`config.mk`:
```
export PLATFORM = sky130hd
export DESIGN_NAME = otter_fetch_unit_flat
export DESIGN_NICKNAME = d
export VERILOG_FILES = /design/src/rtl/otter_fetch_pkg.sv /design/src/rtl/otter_fetch_if.sv /design/src/rtl/otter_fetch_buf.sv /design/src/rtl/otter_fetch_unit.sv /design/src/flat_wrapper.sv
export SDC_FILE = /design/constraint.sdc
export NUM_CORES = 1
export LEC_CHECK = 0
export CAP_MARGIN = 20
export CORE_MARGIN = 2
export CORE_UTILIZATION = 47
export CTS_BUF_LIST = sky130_fd_sc_hd__clkbuf_2
export DETAILED_ROUTE_END_ITERATION = 10
export GPL_TIMING_DRIVEN = 0
export PLACE_DENSITY = 0.95
export SLEW_MARGIN = 20
export SYNTH_ARGS = -nofsm -noshare
export SYNTH_HDL_FRONTEND = slang
export SYNTH_SLANG_ARGS = --single-unit
```
`constraint.sdc`:
```
create_clock -name clk -period 6.4 [get_ports clk]
set_input_delay 1.28 -clock clk [delete_from_list [all_inputs] [get_ports clk]]
set_output_delay 1.28 -clock clk [all_outputs]
set_load 0.005 [all_outputs]
```
`src/rtl/otter_fetch_pkg.sv`:
```
// Shared types and constants for the Otter instruction-fetch stage.
package otter_fetch_pkg;

    typedef enum logic {
        S_REQ  = 1'b0,
        S_WAIT = 1'b1
    } fetch_state_t;

    localparam int          PC_STEP           = 4;
    localparam logic [31:0] DEFAULT_RESET_VEC = 32'h0000_0000;

endpackage

```
`src/rtl/otter_fetch_if.sv`:
```
// Fetch-stage buses: instruction-memory request/response and the decode-side buffer port.
interface otter_fetch_if #(
    parameter int XLEN = 32
);
    // Handshake rule for every valid/ready pair here: a transfer happens on a rising
    // edge where valid && ready; the sender holds its payload while valid && !ready.
    // The response channel has no ready: the fetch unit always accepts it.
    logic            imem_req_valid;
    logic            imem_req_ready;
    logic [XLEN-1:0] imem_addr;
    logic            imem_rsp_valid;
    logic [XLEN-1:0] imem_rsp_data;

    logic            if_valid;
    logic            if_ready;
    logic [XLEN-1:0] if_pc;
    logic [XLEN-1:0] if_instr;

    modport master (
        output imem_req_valid,
        output imem_addr,
        input  imem_req_ready,
        input  imem_rsp_valid,
        input  imem_rsp_data,
        output if_valid,
        output if_pc,
        output if_instr,
        input  if_ready
    );

    modport slave (
        input  imem_req_valid,
        input  imem_addr,
        output imem_req_ready,
        output imem_rsp_valid,
        output imem_rsp_data,
        input  if_valid,
        input  if_pc,
        input  if_instr,
        output if_ready
    );

endinterface

```
`src/rtl/otter_fetch_buf.sv`:
```
// One-entry holding register between fetch and decode.
// Priority is flush > load > drain, so a load in the drain cycle keeps the entry valid.
module otter_fetch_buf
    import otter_fetch_pkg::*;
#(
    parameter int XLEN = 32
) (
    input  logic            clk,
    input  logic            rst,
    input  logic            flush,
    input  logic            load,
    input  logic            drain,
    input  logic [XLEN-1:0] load_pc,
    input  logic [XLEN-1:0] load_instr,
    output logic            valid,
    output logic [XLEN-1:0] pc,
    output logic [XLEN-1:0] instr
);

    always_ff @(posedge clk) begin
        if (rst) begin
            valid <= 1'b0;
            pc    <= '0;
            instr <= '0;
        end else if (flush) begin
            valid <= 1'b0;
        end else if (load) begin
            valid <= 1'b1;
            pc    <= load_pc;
            instr <= load_instr;
        end else if (drain) begin
            valid <= 1'b0;
        end
    end

endmodule

```
`src/rtl/otter_fetch_unit.sv`:
```
// Otter fetch stage: owns the PC, issues one outstanding imem request at a time,
// and hands fetched words to decode through a single-entry buffer.
module otter_fetch_unit
    import otter_fetch_pkg::*;
#(
    parameter int              XLEN      = 32,
    parameter logic [XLEN-1:0] RESET_VEC = XLEN'(DEFAULT_RESET_VEC)
) (
    input  logic            clk,
    input  logic            rst,
    input  logic [XLEN-1:0] next_pc,
    input  logic            redirect,
    output logic [XLEN-1:0] pc_plus4,
    otter_fetch_if.master   bus,
    output fetch_state_t    dbg_state
);

    fetch_state_t    state_q, state_d;
    logic [XLEN-1:0] pc_q, pc_d;
    logic            drop_q, drop_d;
    logic            post_rst_q;
    logic            buf_valid;
    logic            req_fire;
    logic            load;
    logic            drain;

    assign pc_plus4  = pc_q + XLEN'(PC_STEP);
    assign dbg_state = state_q;

    // Combinational through if_ready so a request can issue in the cycle the buffer drains.
    assign bus.imem_req_valid = !rst && (state_q == S_REQ) && (!buf_valid || bus.if_ready);
    assign bus.imem_addr      = pc_q;
    assign bus.if_valid       = buf_valid;

    assign req_fire = bus.imem_req_valid && bus.imem_req_ready;
    assign load     = (state_q == S_WAIT) && bus.imem_rsp_valid && !drop_q && !redirect;
    assign drain    = buf_valid && bus.if_ready;

    always_comb begin
        state_d = state_q;
        pc_d    = pc_q;
        drop_d  = drop_q;
        case (state_q)
            S_REQ: begin
                if (req_fire) begin
                    state_d = S_WAIT;
                    drop_d  = redirect;
                end
            end
            S_WAIT: begin
                if (bus.imem_rsp_valid) begin
                    state_d = S_REQ;
                    drop_d  = 1'b0;
                end else if (redirect) begin
                    drop_d = 1'b1;
                end
            end
            default: state_d = S_REQ;
        endcase
        // Redirect wins over the sequential step; targets are forced word-aligned.
        if (redirect) begin
            pc_d = next_pc & ~XLEN'(3);
        end else if (load) begin
            pc_d = pc_plus4;
        end
    end

    always_ff @(posedge clk) begin
        if (rst) begin
            state_q    <= S_REQ;
            pc_q       <= RESET_VEC;
            drop_q     <= 1'b0;
            post_rst_q <= 1'b1;
        end else begin
            state_q <= state_d;
            pc_q    <= pc_d;
            drop_q  <= drop_d;
            if (req_fire) begin
                post_rst_q <= 1'b0;
            end
        end
    end

    otter_fetch_buf #(
        .XLEN (XLEN)
    ) u_buf (
        .clk        (clk),
        .rst        (rst),
        .flush      (redirect),
        .load       (load),
        .drain      (drain),
        .load_pc    (pc_q),
        .load_instr (bus.imem_rsp_data),
        .valid      (buf_valid),
        .pc         (bus.if_pc),
        .instr      (bus.if_instr)
    );

    // A stale response left over from before a reset is legal until the first new request.
    a_no_rsp_in_req : assert property (@(posedge clk) disable iff (rst)
        !((state_q == S_REQ) && bus.imem_rsp_valid && !post_rst_q));

endmodule

```
`src/flat_wrapper.sv`:
```
// flat-port wrapper written by rule: the top's interface ports become plain ports
module otter_fetch_unit_flat import otter_fetch_pkg::*;
#(
    parameter int              XLEN      = 32,
    parameter logic [XLEN-1:0] RESET_VEC = XLEN'(DEFAULT_RESET_VEC)
)
  (clk, rst, next_pc, redirect, pc_plus4, dbg_state, bus_imem_req_valid, bus_imem_addr, bus_imem_req_ready, bus_imem_rsp_valid, bus_imem_rsp_data, bus_if_valid, bus_if_pc, bus_if_instr, bus_if_ready);
  otter_fetch_if #(.XLEN(XLEN)) bus_i ();
  input  logic clk;
  input  logic rst;
  input  logic [XLEN-1:0] next_pc;
  input  logic redirect;
  output logic [XLEN-1:0] pc_plus4;
  output fetch_state_t dbg_state;
  output wire logic [$bits(bus_i.imem_req_valid)-1:0] bus_imem_req_valid;
  output wire logic [$bits(bus_i.imem_addr)-1:0] bus_imem_addr;
  input wire logic [$bits(bus_i.imem_req_ready)-1:0] bus_imem_req_ready;
  input wire logic [$bits(bus_i.imem_rsp_valid)-1:0] bus_imem_rsp_valid;
  input wire logic [$bits(bus_i.imem_rsp_data)-1:0] bus_imem_rsp_data;
  output wire logic [$bits(bus_i.if_valid)-1:0] bus_if_valid;
  output wire logic [$bits(bus_i.if_pc)-1:0] bus_if_pc;
  output wire logic [$bits(bus_i.if_instr)-1:0] bus_if_instr;
  input wire logic [$bits(bus_i.if_ready)-1:0] bus_if_ready;
  assign bus_imem_req_valid = bus_i.imem_req_valid;
  assign bus_imem_addr = bus_i.imem_addr;
  assign bus_i.imem_req_ready = bus_imem_req_ready;
  assign bus_i.imem_rsp_valid = bus_imem_rsp_valid;
  assign bus_i.imem_rsp_data = bus_imem_rsp_data;
  assign bus_if_valid = bus_i.if_valid;
  assign bus_if_pc = bus_i.if_pc;
  assign bus_if_instr = bus_i.if_instr;
  assign bus_i.if_ready = bus_if_ready;
  otter_fetch_unit #(.XLEN(XLEN), .RESET_VEC(RESET_VEC)) u_core (.clk(clk), .rst(rst), .next_pc(next_pc), .redirect(redirect), .pc_plus4(pc_plus4), .bus(bus_i), .dbg_state(dbg_state));
endmodule
```
==> impl_metrics.json <==
{
  "required_ns": 5.12,
  "worst_pin_slew_ns": 0.8569,
  "hp-class": "reg2reg",
  "synth-simple-area-share_pct": 28.48,
  "wl_per_cell_um": 17.33,
  "cts.path.max_buffers": 2,
  "htree_levels": 3,
  "synth_adder_area_share_pct": 0.2712,
  "postCtsSetupRepairBufs": 0,
  "cts_made_buffers": 9,
  "grt_first_pass_wirelength_um": 24890,
  "pin_count": 201,
  "finalWirelength_um": 16450,
  "finClkSkew_ns": 0.04531,
  "p_leak_nw": 2.260,
  "grt_max_degree": 15,
  "final_cell_mix": "clkdlybuf4s50_1, nand2_1, dfxtp_1",
  "ys_async_sr_fraction_pct": 0,
  "io_buffers": 190,
  "synth_area_per_cell_um2": 7.600,
  "hold_path_end": "u_core.u_buf.instr[14]",
  "rsz0062_at_grt": "false",
  "ys_seq_area_share_pct": 41.23,
  "drive_gt1_share_pct": 4.167,
  "r2r-end": "u_core.bus.imem_addr[25]",
  "slew_violations": 0,
  "total_power_w": 0.001199,
  "finalWeightedCongestion": 0.9374,
  "final_area_um2": 6823,
  "arrival_ns": 3.51,
  "place_hpwl_um": 12660,
  "hold_violations": 0,
  "finalWorstSetupSlack_ns": 1.615,
  "antenna_found_initial": 0,
  "grt_pass1_vias": 5018,
  "dp_slack_ns": 2.312,
  "ir_drop_v": 0.0001136,
  "layout_commonest_cell": "clkdlybuf4s50_1",
  "start_util_pct": 47.86,
  "postPlaceCellArea_um2": 6700,
  "path_class": "reg2out",
  "max_freq_ghz": 0.2090,
  "area_growth_pct": 47.90,
  "r2r-start": "u_core.bus.imem_addr[4]",
  "first_pass_iters": 5,
  "synth.distinct_cells": 46,
  "worstSkewPairLatency_ns": 0.59,
  "die_h_um": 103.1,
  "setup_tns_ns": 0,
  "drtIter0Drc": 247,
  "grt_remaining_overflow": 0,
  "synth_ff_type": "dfxtp_1",
  "period_share_pct": 74.77,
  "cts_resized": 0,
  "fp.dieW_um": 103.1,
  "detail-route-antenna-nets": 0,
  "worstPathMaxFanout": 10,
  "synth_top_family_by_area": "simple AND/OR/NAND/NOR gates",
  "power_density_nw_per_um2": 175.7,
  "num_rows": 36,
  "drc": 0,
  "status": "completed",
  "r2r.worst_path.cells": 6,
  "synth_edf_count": 0,
  "track_usage_pct": 30.25,
  "nets": 884,
  "cts.sinks": 95,
  "clk_root_buffer_cell": "clkbuf_2",
  "die_area_um2": 10620,
  "netlist_instances": 607,
  "fin_crit_ns": 4.785,
  "cts_hold_buf": 0,
  "core_um2": 9639,
  "maxCapViolCount": 0,
  "slew_headroom_pct": 42.40,
  "hold_ws_ns": 0.4727,
  "drt-vias-per-instance": 5.588,
  "cts_tree": "yes",
  "ys.warnings.count": 0,
  "cp-end-kind": "output pin",
  "setup_viol": 0,
  "synth_seq_cells": 95,
  "cts.clk_slew.worst_paths_ns": 0.24,
  "synth_mux_area_share_pct": 0.2170,
  "synth_xor_area_share_pct": 6.835,
  "hold_start": "u_core.u_buf.instr[14]",
  "rrSetupSlack_ns": 3.80,
  "insertedDiodeCount": 0,
  "hold_depth": 2,
  "start_kind": "flip-flop",
  "vias": 5303,
  "synth_area_um2": 4613,
  "synth_compound_area_share_pct": 16.16
}
report_power, final:
group / switching [W] / internal (W) / total (W)
logic: 0.000107 / 0.000129 / 0.000237
registers: 0.0000208 / 0.000615 / 0.000636
clock network: 0.000201 / 0.000126 / 0.000327
per-layer routing:
layer  global-route usage [%]  share of wire (%)  wire length [um]
met4                    12.15                2.9               469
met3                    7.661                9.9              1625
met2                    52.65                 49              7983
met1                    35.55                 39              6371
met5                        0                  0                 0
logic make-up after synthesis:
group | Yosys count
mux | 1
other cells | 1
compound gates | 118
xor+xnor | 36
simple gates | 281
buf+inv | 74
fa+ha+maj | 1
flops | 95
per-stage QoR:
step,cells,util (%)
2_1_floorplan,612,-
3_3_place_gp,935,69.51
3_5_place_dp,935,69.51
4_1_cts,949,70.78
5_1_grt,949,70.78
6_report,949,70.78
how the worst max path moves through the flow:
stage	from	endpoint	slack, ns	cells past startpoint
floorplan	u_core.bus.imem_addr[3]	pc_plus4[22]	3.31	6
global route	u_core.bus.imem_addr[2]	pc_plus4[28]	1.47	7
global placement	u_core.bus.imem_addr[2]	pc_plus4[16]	2.38	7
CTS	u_core.bus.imem_addr[3]	pc_plus4[28]	1.64	7
detailed placement	u_core.bus.imem_addr[3]	pc_plus4[28]	2.31	7
finish	u_core.bus.imem_addr[3]	pc_plus4[28]	1.61	7
registers in the layout, indices dropped and copies added (netlist names):
signal                cells
u_core.drop_q             1
u_core.u_buf.valid        1
u_core.bus.imem_addr     30
u_core.u_buf.instr       32
u_core.dbg_state          1
u_core.u_buf.pc          30
synthesized netlist by cell type (6+ instances only):
library cell / number / area share, %
o21ai_0: 6 / 0.65
and3_1: 6 / 0.81
xor2_1: 9 / 1.7
nand4_1: 15 / 2.0
buf_2: 7 / 0.76
nand3_1: 17 / 1.8
xnor2_1: 27 / 5.1
clkbuf_1: 48 / 3.9
nor2_1: 38 / 3.1
dfxtp_1: 95 / 41
a21oi_1: 66 / 7.2
a2111oi_0: 7 / 1.3
a311oi_1: 15 / 2.8
inv_1: 11 / 0.90
buf_4: 6 / 0.98
a211oi_1: 9 / 1.5
nor2b_1: 6 / 0.81
nor3_1: 10 / 1.1
nand2_1: 150 / 12
nor4_1: 10 / 1.4
area by class of cell:
type,instances,area (um^2)
fill,799,2816
tap,133,166.4
buffer,63,269.0
sequential,95,1902
inverter,11,41.29
timing repair buffer,190,1902
multi-input combinational,443,2420
clock inverter,4,72.57
clock buffer,10,50.05
critical path, cell delays in order, from the launching register on:
cell and delay [ns]:
dfxtp_1 0.49, ha_1 0.26, nand3_1 0.13, clkbuf_1 0.27, nor4_2 0.77, nand3_1 0.25
xnor2_1 0.24, clkdlybuf4s50_1 0.53
Power figures use the tool's default switching activity.
